`src/rtl/sram_ctrl.sv`:
```
// ---------------------------------------------------------------------------
// sram_ctrl
//
// Single-port controller for a 512K x 16 asynchronous SRAM. Takes one read or
// write request at a time over a valid/ready handshake and sequences the
// active-low SRAM strobes. Read strobe width and write pulse width are set by
// RD_CYCLES and WR_CYCLES (1..15 each).
//
// Ports:
//   clk        system clock
//   rst        synchronous, active-high reset
//   req_valid  request present
//   req_ready  controller can accept a request this cycle (combinational)
//   req_we     1 = write, 0 = read
//   req_addr   word address
//   req_wdata  write data
//   done       one-cycle pulse when a request completes
//   rsp_rdata  data of the most recent completed read
//   ADR        SRAM address
//   dat_out    SRAM write data, to the DAT tristate
//   dat_oe     1 = drive DAT with dat_out
//   dat_in     DAT pin value
//   RAMOE      SRAM output enable, active low
//   RAMWE      SRAM write enable, active low
//   RAMCS      SRAM chip select, active low
//
// State      | meaning
// -----------+-----------------------------------------------------------
// IDLE       | strobes high, DAT released, ready for a request
// RD_WAIT    | CS/OE low for RD_CYCLES cycles, data sampled on the last edge
// WR_SETUP   | CS low, DAT driven, WE still high (address/data setup)
// WR_PULSE   | WE low for WR_CYCLES cycles
// WR_HOLD    | WE high again, CS/address/data held one more cycle
// ---------------------------------------------------------------------------
module sram_ctrl #(
    parameter int RD_CYCLES = 2,
    parameter int WR_CYCLES = 2
) (
    input  logic        clk,
    input  logic        rst,
    input  logic        req_valid,
    output logic        req_ready,
    input  logic        req_we,
    input  logic [18:0] req_addr,
    input  logic [15:0] req_wdata,
    output logic        done,
    output logic [15:0] rsp_rdata,
    output logic [18:0] ADR,
    output logic [15:0] dat_out,
    output logic        dat_oe,
    input  logic [15:0] dat_in,
    output logic        RAMOE,
    output logic        RAMWE,
    output logic        RAMCS
);

    typedef enum logic [2:0] {
        IDLE,
        RD_WAIT,
        WR_SETUP,
        WR_PULSE,
        WR_HOLD
    } state_t;

    // Down-counter load values: the counter runs LOAD..0, so a load of N-1
    // keeps the state for N cycles.
    localparam logic [3:0] RD_LOAD = 4'(RD_CYCLES - 1);
    localparam logic [3:0] WR_LOAD = 4'(WR_CYCLES - 1);

    state_t      r_state;
    state_t      w_state_nxt;
    logic [3:0]  r_cnt;
    logic [3:0]  w_cnt_nxt;

    logic        r_done;
    logic [15:0] r_rsp_rdata;
    logic [18:0] r_adr;
    logic [15:0] r_dat_out;
    logic        r_dat_oe;
    logic        r_ramoe;
    logic        r_ramwe;
    logic        r_ramcs;

    logic        w_accept;
    logic        w_capture;
    logic        w_done_nxt;
    logic        w_dat_oe_nxt;
    logic        w_ramoe_nxt;
    logic        w_ramwe_nxt;
    logic        w_ramcs_nxt;

    assign req_ready = (r_state == IDLE) && !rst;
    assign w_accept  = req_valid && req_ready;

    always_comb begin
        w_state_nxt = r_state;
        w_cnt_nxt   = r_cnt;
        w_done_nxt  = 1'b0;
        w_capture   = 1'b0;

        case (r_state)
            IDLE: begin
                if (w_accept) begin
                    if (req_we) begin
                        w_state_nxt = WR_SETUP;
                    end else begin
                        w_state_nxt = RD_WAIT;
                        w_cnt_nxt   = RD_LOAD;
                    end
                end
            end
            RD_WAIT: begin
                if (r_cnt == 4'd0) begin
                    w_state_nxt = IDLE;
                    w_done_nxt  = 1'b1;
                    w_capture   = 1'b1;
                end else begin
                    w_cnt_nxt = r_cnt - 4'd1;
                end
            end
            WR_SETUP: begin
                w_state_nxt = WR_PULSE;
                w_cnt_nxt   = WR_LOAD;
            end
            WR_PULSE: begin
                if (r_cnt == 4'd0) begin
                    w_state_nxt = WR_HOLD;
                end else begin
                    w_cnt_nxt = r_cnt - 4'd1;
                end
            end
            WR_HOLD: begin
                w_state_nxt = IDLE;
                w_done_nxt  = 1'b1;
            end
            default: begin
                w_state_nxt = IDLE;
                w_cnt_nxt   = 4'd0;
            end
        endcase

        // Pin strobes are registered, so they are decoded from the state the
        // FSM is about to enter; this keeps them aligned with r_state.
        w_ramcs_nxt  = (w_state_nxt == IDLE);
        w_ramoe_nxt  = (w_state_nxt != RD_WAIT);
        w_ramwe_nxt  = (w_state_nxt != WR_PULSE);
        w_dat_oe_nxt = (w_state_nxt == WR_SETUP) || (w_state_nxt == WR_PULSE) ||
                       (w_state_nxt == WR_HOLD);
    end

    always_ff @(posedge clk) begin
        if (rst) begin
            r_state     <= IDLE;
            r_cnt       <= 4'd0;
            r_done      <= 1'b0;
            r_rsp_rdata <= 16'h0000;
            r_adr       <= 19'h00000;
            r_dat_out   <= 16'h0000;
            r_dat_oe    <= 1'b0;
            r_ramoe     <= 1'b1;
            r_ramwe     <= 1'b1;
            r_ramcs     <= 1'b1;
        end else begin
            r_state  <= w_state_nxt;
            r_cnt    <= w_cnt_nxt;
            r_done   <= w_done_nxt;
            r_dat_oe <= w_dat_oe_nxt;
            r_ramoe  <= w_ramoe_nxt;
            r_ramwe  <= w_ramwe_nxt;
            r_ramcs  <= w_ramcs_nxt;
            if (w_accept) begin
                r_adr <= req_addr;
                if (req_we) begin
                    r_dat_out <= req_wdata;
                end
            end
            if (w_capture) begin
                r_rsp_rdata <= dat_in;
            end
        end
    end

    assign done      = r_done;
    assign rsp_rdata = r_rsp_rdata;
    assign ADR       = r_adr;
    assign dat_out   = r_dat_out;
    assign dat_oe    = r_dat_oe;
    assign RAMOE     = r_ramoe;
    assign RAMWE     = r_ramwe;
    assign RAMCS     = r_ramcs;

endmodule

```
`config.mk`:
```
export PLATFORM = sky130hd
export DESIGN_NAME = sram_ctrl
export DESIGN_NICKNAME = d
export VERILOG_FILES = /design/src/rtl/sram_ctrl.sv
export SDC_FILE = /design/constraint.sdc
export NUM_CORES = 1
export LEC_CHECK = 0
export BUFFER_PORTS_ARGS = -buffer_cell sky130_fd_sc_hd__buf_2
export CORE_ASPECT_RATIO = 0.75
export CORE_MARGIN = 1.5
export CORE_UTILIZATION = 47
export DETAILED_ROUTE_END_ITERATION = 7
export PLACE_DENSITY = 0.79
export REMOVE_ABC_BUFFERS = 1
export SLEW_MARGIN = 15
export SYNTH_ARGS = -nofsm -noshare
export SYNTH_HDL_FRONTEND = slang
export SYNTH_SLANG_ARGS = --single-unit
```
`constraint.sdc`:
```
create_clock -name clk -period 2.26 [get_ports clk]
set_input_delay 0.452 -clock clk [delete_from_list [all_inputs] [get_ports clk]]
set_output_delay 0.452 -clock clk [all_outputs]
set_load 0.02 [all_outputs]
```
* Word level (Yosys, flattened, before mapping)
Index checks and enable logic that the tools add are counted.
** Cells by class
- Mux-type cells :: 12
- Bitwise operators :: 1
- $add $sub $neg :: 1
- Eq/ne operators :: 12
- Reduce and logical (&&, ||, !) cells :: 11
** Operator list (number)
- case mux 4 bit (4 select lines) :: 1
- == test 3 x 2 -> 1 bit, second input constant :: 4
- two-way mux 4 bit :: 3
- case mux 3 bit (4 select lines) :: 1
- two-way mux 3 bit :: 3
- == test 3 bit, second input constant :: 2
- logical NOT 3 bit :: 2
- != test 2 bit, second input constant :: 3
- logical NOT 4 bit :: 1
- AND reduction 4 bit :: 1
- subtractor 4 x 1 -> 4 bit, second input constant :: 1
- == test 3 x 1 -> 1 bit, second input constant :: 1
- != test 3 x 1 -> 1 bit, second input constant :: 1
- != test 3 x 2 -> 1 bit, second input constant :: 1
- logical AND 1 bit :: 2
- logical OR 1 bit :: 2
- two-way mux 1 bit :: 2
- two-way mux 2 bit :: 1
- case mux 1 bit (2 select lines) :: 1
- AND reduction 2 bit :: 1
- OR reduction 2 bit :: 1
- logical NOT 1 bit :: 1
- NOT 1 bit :: 1
** Storage, ports and cells
- Logic and storage cells :: 47
- Input bits :: 55
- Register bits after elaboration :: 63

* Longest topological paths before layout
Gate-level depths: netlist (run 1).
- Depth in word-level cells :: 8
- Gate-level depth with buffers :: 8

* Least setup slack after synthesis (run 1)
No wires, ideal clock.
- Path type :: input to output
- From :: input rst
- To :: output req_ready
- Stages on the path :: 6
- Path buffers :: 4
- Path slack :: 0.331 ns
- Required time :: 1.808 ns
- Arrival time :: 1.477 ns
- Cells stage by stage :: buf_2 -> or4_4 -> buf_6 -> clkinv_2 -> buf_8 -> buf_4
** On the way
- Longest elaborated chain between the ends :: 2
** RTL lines
- start, declared :: line 40 : input logic rst,
- logical NOT 1 bit :: line 92 : assign req_ready = (r_state == IDLE) && !rst;
- logical AND 1 bit :: line 92
- end, declared :: line 42 : output logic req_ready,
Every way passes these cells.

* Worst setup path after layout (run 1)
- From :: register r_state[1]
- To :: output req_ready
** On the way
- Longest elaborated chain between the ends :: 2
** RTL lines
- start, declared :: line 70 : state_t r_state;
- start signal, assigned :: line 164 : r_state <= w_state_nxt;
- logical NOT 3 bit :: line 92
- logical AND 1 bit :: line 92
Every way passes these cells.

==> results of run 1 <==
synthesized netlist by cell type (3+ instances only):
| library cell | instances | area (um2) |
|---|---|---|
| inv_1 | 4 | 15.0 |
| clkbuf_1 | 17 | 63.8 |
| buf_4 | 4 | 30.0 |
| buf_6 | 4 | 45.0 |
| nand2b_1 | 3 | 18.8 |
| a21oi_1 | 33 | 165 |
| nand2_1 | 21 | 78.8 |
| buf_2 | 3 | 15.0 |
| o21ai_0 | 54 | 270 |
| dfxtp_1 | 63 | 1260 |
| nand3_1 | 55 | 275 |
state kept, by name (all words and copies together) (netlist names), 3 cells and up:
name and count:
r_state 3, dat_out 16, r_cnt 4, rsp_rdata 16, ADR 19
cell type report:
type / instances / area [um2] / area share (%)
clock inverters: 4 / 45.0 / 1.34
well taps: 75 / 93.8 / 2.80
repair buffers: 121 / 631 / 18.8
clock buffers: 11 / 151 / 4.51
multi-input cells: 207 / 1150 / 34.3
inverters: 5 / 23.8 / 0.708
flip-flops and latches: 63 / 1260 / 37.6
cells by family (layout without fill, tap and decap cells):
family                   after synthesis  count (layout)  synth area share [%]
AO/OA/AOI/OAI                        100             100                  20.9
adder cells (fa/ha/maj)                2               2                 0.964
buffers and inverters                 34             141                  7.28
flip-flops                            63              63                  48.6
multiplexers                           1               1                 0.434
AND/OR/NAND/NOR                      104             104                  21.8
metrics by stage:
| stage | cell area [um2] | hold slack, ps |
|---|---|---|
| after floorplan | 2430 | 479 |
| after global placement | 3160 | 440 |
| after detailed placement | 3160 | 448 |
| after CTS | 3360 | 308 |
| after global routing | 3360 | 315 |
| final | 3360 | 319 |
layer usage:
metal  global-route usage, %  vias up  share of wire [%]
met1                    29.6     1210                 43
met3                    12.8       12                8.5
li1                        -     1292                  -
met2                    34.9       95                 46
met4                    9.38        0                2.1
met5                       0        -                  0
worst max-delay path by stage:
stage / start / to / slack, ps
floorplan: r_cnt[0] / r_cnt[0] / 80
global placement: rst / ADR[12] / 120
detailed placement: rst / ADR[16] / 80
CTS: r_state[1] / req_ready / 60
global route: r_state[1] / req_ready / 20
finish: r_state[1] / req_ready / 80
critical path: stages, from the launching register on:
cell and delay [ps]:
dfxtp_1 400, or4_4 630, clkinv_4 160, buf_2 180
power breakdown:
group	switching, uW	internal (uW)
clock	415	557
combinational	482	260
sequential	54.6	1220
total	952	2030
==> results.toml, run 1 <==
[synth]
yosysWarnings = 0
synth_ff_type = "dfxtp_1"
synth_seq_area_share_pct = 48.6
ys_types = 44
synthCells = 304
netlist_area_mm2 = 0.00259
synth-seq-cells = 63
syn_area_per_cell_um2 = 8.54
ys_async_sr_fraction_pct = 0
synth_edf_count = 0

[clocking]
cts_tree = "yes"
cts_resized = 1
htreeDepth = 3
numCtsBuffers = 9
cts_hold_buf = 0
clock_path_buffers = 2
cts_sinks = 63
clock_latency_ps = 350
cts.clk_slew.worst_paths_ps = 70
cts_setup_buffers = 0
cts_root_buf = "clkbuf_8"

[worst_setup_path]
r2r_slack_ps = 210
rr_startpoint = "r_state[1]"
cp.required_ps = 1810
worst-setup-path-type = "flip-flop to primary output"
arrival_ps = 1730
crit_path_start_kind = "flip-flop"
timing.rr.end = "ADR[8]"
r2r_cells = 4
crit_path_end_kind = "primary output"
path_max_fanout = 17

[sta]
slew_violations = 0
fmax_mhz = 458
worst_slack_ps = 75.9
setup_viol = 0
worst_slew_pin_slew_ps = 583
finalCritPeriodShare_pct = 96.6
hold_violations = 0
fin_skew_ps = 9.12
setup_tns_ps = 0
rsz0062_at_grt = "false"
period_minus_slack_ps = 2180
slew_headroom_pct = 61.1

[grt]
grt.total_usage_pct = 23.9
antenna_found_initial = 0
grt_max_degree = 38
grt_pass1_vias = 2310
grt_pass1_wl_mm = 10.8
gr-total-overflow = 0

[min_path]
min_from = "req_addr[7]"
hold_end = "ADR[7]"
hold_path_depth = 3
hold_path.class = "input pin to flip-flop"

[pwr]
finalPower_uw = 2980
ir_worst_vdd_v = 0.000481
p_leak_uw = 0.00148
cellPowerDensity_mw_per_mm2 = 889

[floorplan]
coreArea_mm2 = 0.00532
dieArea_mm2 = 0.00598
die_x_um = 88.8
io_pins = 112
start_util_pct = 48.7
die_y_um = 67.4
row_count = 23

[final_layout]
syn2layout_area_growth_pct = 29.3
fin_nets = 464
nFillCells = 483
instances_no_fill = 486
layout-drive-gt1-share_pct = 35.3
final_cell_mix = "111 x buf_2, 63 x dfxtp_1, 55 x nand3_1"
fin_util_pct = 63.0
mostFrequentLayoutCell = "buf_2"
antenna_cells = 0

[route]
drt_iter0_drc = 183
first_pass_iters = 4
vias_per_cell = 5.37
postRouteAntennaNets = 0
drc = 0
wire_per_inst_um = 13.8
via_count = 2609
routed_wirelength_mm = 6.73

[placed_design]
dp_cells = 471
place_ws_ps = 77.4
place_hpwl_mm = 4.62
portBuffers = 111
gp_congestion = 0.835

[flow_run]
drv_cap = 0

[status]
outcome = "finished clean"
Note: power is estimated with default switching activity, not from simulation.
==> run 2, diff against run 1 <==
PLACE_DENSITY = unset   (was 0.79)
PLACE_DENSITY_LB_ADDON = 0.05   (was unset)
==> results.toml, run 2 (same netlist as run 1, synthesis figures left out) <==
[route]
wire_per_inst_um = 13.7
routed_wirelength_mm = 6.69
drc = 0
drt_iter0_drc = 168
via_count = 2571
postRouteAntennaNets = 0
first_pass_iters = 4
vias_per_cell = 5.27

[final_layout]
largest_register_ffs = 19
syn2layout_area_growth_pct = 30.5
mostFrequentLayoutCell = "buf_2"
fin_util_pct = 63.6
fin_nets = 465
final_cell_mix = "111 x buf_2, 63 x dfxtp_1, 55 x nand3_1"
antenna_cells = 0
layout-drive-gt1-share_pct = 35.1

[flow_run]
drv_cap = 0

[worst_setup_path]
worst-setup-path-type = "flip-flop to primary output"
crit_path_end_kind = "primary output"
timing.rr.end = "ADR[5]"
crit_path_start_kind = "flip-flop"
r2r_cells = 4
r2r_slack_ps = 330
path_max_fanout = 17
startpoint = "r_state[1]"
rr_startpoint = "r_state[1]"
arrival_ps = 1660
cp.required_ps = 1810
cp-endpoint = "req_ready"

[clocking]
cts_setup_buffers = 0
htreeDepth = 3
cts_hold_buf = 0
cts_root_buf = "clkbuf_8"
clock_latency_ps = 350
cts_tree = "yes"
clock_path_buffers = 2
numCtsBuffers = 9
cts.clk_slew.worst_paths_ps = 70
cts_sinks = 63
cts_resized = 0

[pwr]
ir_worst_vdd_v = 0.000449
netSwitchingFraction_pct = 30.7
p_leak_uw = 0.00149
p_sw_uw = 957
cellPowerDensity_mw_per_mm2 = 919
p_int_uw = 2160
clkPwrFrac_pct = 35.5
comb_power_share_pct = 23.8
power_frac_seq_pct = 40.8

[floorplan]
dieArea_mm2 = 0.00598
row_count = 23
die_y_um = 67.4
io_pins = 112
coreArea_mm2 = 0.00532
start_util_pct = 48.7
die_x_um = 88.8

[placed_design]
portBuffers = 111
place_hpwl_mm = 4.59
gp_congestion = 0.814

[sta]
finalCritPeriodShare_pct = 93.5
slew_violations = 0
slew_headroom_pct = 60.6
rsz0062_at_grt = "false"
worst_slew_pin_slew_ps = 591
hold_violations = 0
fin_skew_ps = 4.33
setup_tns_ps = 0
period_minus_slack_ps = 2110
setup_viol = 0
fmax_mhz = 473

[min_path]
hold_path_depth = 3
hold_path.class = "input pin to flip-flop"

[grt]
gr-total-overflow = 0
grt_pass1_wl_mm = 10.1
grt_pass1_vias = 2141
grt.total_usage_pct = 22.8
grt_max_degree = 34
antenna_found_initial = 0

[status]
outcome = "finished clean"
## run 2: cell count changes in the layout (fill, tap and decap cells not counted), sizes merged
cell,delta
bufinv,+1
clkinv,-2
clkbuf,+2
buf,+1
## run 2: per-stage QoR
step           instance area (um2)  setup slack (ps)  instances  total power (uW)  hold WS [ps]
3_3_place_gp                  3160               242        472              2030           441
6_report                      3390               147        488              3110           315
4_1_cts                       3390               124        488              3130           301
2_1_floorplan                 2430              75.5        275              1720           479
3_5_place_dp                  3160               218        472              2030           450
5_1_grt                       3390              76.5        488              3270           330
## run 2: how the worst min path moves through the flow
stage / from / end / slack (ps)
after floorplan: r_cnt[1] / r_cnt[1] / 480
after global placement: ADR[14] / ADR[14] / 440
after detailed placement: ADR[11] / ADR[11] / 450
after CTS: req_addr[14] / ADR[14] / 300
after global routing: req_addr[2] / ADR[2] / 330
final: req_addr[14] / ADR[14] / 310
## run 2: final cells by class
| class | count | area (um2) |
|---|---|---|
| clock buffer | 13 | 159 |
| tap | 75 | 93.8 |
| timing repair buffer | 122 | 638 |
| fill | 487 | 1940 |
| clock inverter | 3 | 65.1 |
| sequential | 63 | 1260 |
| inverter | 5 | 20.0 |
| multi-input combinational | 207 | 1150 |
## run 2: power groups by stage
stage | Clock, uW | Combinational, uW | Sequential (uW)
floorplan | 0 | 325 | 1400
global placement | 0 | 738 | 1290
detailed placement | 0 | 739 | 1290
CTS | 1120 | 742 | 1270
global route | 1170 | 815 | 1280
finish | 1100 | 740 | 1270
## run 2: worst max-delay path: stages (launching register included)
cell and delay [ps]:
dfxtp_1 400, or4_4 630, clkinv_2 110, buf_2 180
## run 2: metal layers
metal	share of wire, %	up-vias	GRT usage [%]
met3	8.6	9	10.4
met4	1.2	0	8.20
met5	0	-	0
met2	42	88	31.4
li1	-	1292	-
met1	48	1182	31.0
==> run 3, diff against run 2 <==
REMOVE_ABC_BUFFERS = unset   (was 1)
clock period = 2.1 ns   (was 2.26 ns; I/O delays follow)
==> results.toml, run 3 (same netlist as run 1, synthesis figures left out) <==
[status]
outcome = "finished clean"

[flow_run]
drv_cap = 0

[route]
first_pass_iters = 4
wire_per_inst_um = 14.1
drc = 0
postRouteAntennaNets = 0
drt_iter0_drc = 169
routed_wirelength_mm = 6.94
vias_per_cell = 5.29
via_count = 2595

[worst_setup_path]
path_max_fanout = 9
crit_path_start_kind = "flip-flop"
cp.required_ps = 1680
slowest_delay_ps = 520
worst-setup-path-type = "flip-flop to primary output"
worstPathCellList = "or4_4 -> clkinv_2 -> buf_2"
cpMaxStageDelayCell = "or4_4"
arrival_ps = 1540
crit_path_end_kind = "primary output"

[sta]
hold_violations = 0
fmax_mhz = 509
slew_headroom_pct = 68.4
fin_skew_ps = 5.01
setup_viol = 0
slew_violations = 0
setup_tns_ps = 0
rsz0062_at_grt = "false"
period_minus_slack_ps = 1960
worst_slew_pin_slew_ps = 474
finalCritPeriodShare_pct = 93.5

[final_layout]
fin_nets = 468
antenna_cells = 0
layout-drive-gt1-share_pct = 35.6
mostFrequentLayoutCell = "buf_2"
final_cell_mix = "111 x buf_2, 63 x dfxtp_1, 55 x nand3_1"
largest_register_ffs = 19
syn2layout_area_growth_pct = 30.1

[pwr]
finalPower_uw = 3210
p_leak_uw = 0.00149
cellPowerDensity_mw_per_mm2 = 952
ir_worst_vdd_v = 0.000508

[min_path]
hold_path.class = "input pin to flip-flop"

[clocking]
cts_hold_buf = 0
cts.clk_slew.worst_paths_ps = 70
cts_sinks = 63
cts_setup_buffers = 0
cts_root_buf = "clkbuf_8"
cts_resized = 0
numCtsBuffers = 9
clock_path_buffers = 2
htreeDepth = 3
cts_tree = "yes"
clock_latency_ps = 340

[floorplan]
row_count = 23
die_x_um = 88.8
io_pins = 112
start_util_pct = 48.7
coreArea_mm2 = 0.00532
dieArea_mm2 = 0.00598
die_y_um = 67.4

[synth]
synth_nets = 361

[grt]
grt.total_usage_pct = 23.9
gr-total-overflow = 0
grt_max_degree = 27
grtUsageMet2_pct = 35.5
antenna_found_initial = 0
grt_pass1_vias = 2282
met3_usage_pct = 9.41
grt-busiest-layer = "met2"
grt_pass1_wl_mm = 10.9
grt_util_met1_pct = 31.7

[placed_design]
gp_congestion = 0.814
portBuffers = 111
place_hpwl_mm = 4.62
[run 3: cell types whose count changed in the layout (fill, tap and decap cells not counted)]
| cell | delta |
|---|---|
| clkbuf_8 | -1 |
| buf_4 | +3 |
| clkinv_2 | +2 |
| bufinv_16 | -1 |
[run 3: area by class of cell]
| class | instances | area, um2 |
|---|---|---|
| clock buffers | 12 | 145 |
| clock inverters | 4 | 45.0 |
| fillers | 494 | 1950 |
| inverters | 5 | 20.0 |
| multi-input cells | 207 | 1150 |
| flip-flops and latches | 63 | 1260 |
| well taps | 75 | 93.8 |
| repair buffers | 125 | 661 |
[run 3: final timing paths]
path                                   from    endpoint  slack (ps)  cells past startpoint
worst min register to register       ADR[8]      ADR[8]         450                      2
worst min-delay path            req_addr[2]      ADR[2]         300                      3
worst max-delay path             r_state[0]   req_ready         140                      3
worst max register to register     r_cnt[0]  r_state[0]         270                      5
[run 3: critical path: cells and delay by family, from the launching register on]
family                 cells  cell delay [ps]
and+or+nand+nor            1              520
buffers and inverters      2              350
DFF                        1              330
[run 3: power breakdown]
| group | leakage, uW | switching [uW] | total [uW] | internal, uW |
|---|---|---|---|---|
| Clock | 0.000100 | 457 | 1030 | 575 |
| Combinational | 0.000878 | 530 | 818 | 288 |
| Sequential | 0.000515 | 56.4 | 1360 | 1310 |
| Total | 0.00149 | 1040 | 3210 | 2170 |
[run 3: per-stage QoR]
step	hold WS, ps	util, %	instances	cell area [um2]	setup WS (ps)
final	296	63.4	491	3380	136
after global routing	286	63.4	491	3380	98.1
after CTS	281	63.4	491	3380	112
after detailed placement	449	59.8	475	3190	253
after global placement	440	59.8	475	3190	305
after floorplan	479	-	304	2590	235
[run 3: metal layers]
| metal | vias to the layer above | wire length, um |
|---|---|---|
| met4 | 0 | 44 |
| met1 | 1191 | 3200 |
| met2 | 99 | 3070 |
| met5 | - | 0 |
| li1 | 1300 | - |
| met3 | 5 | 617 |
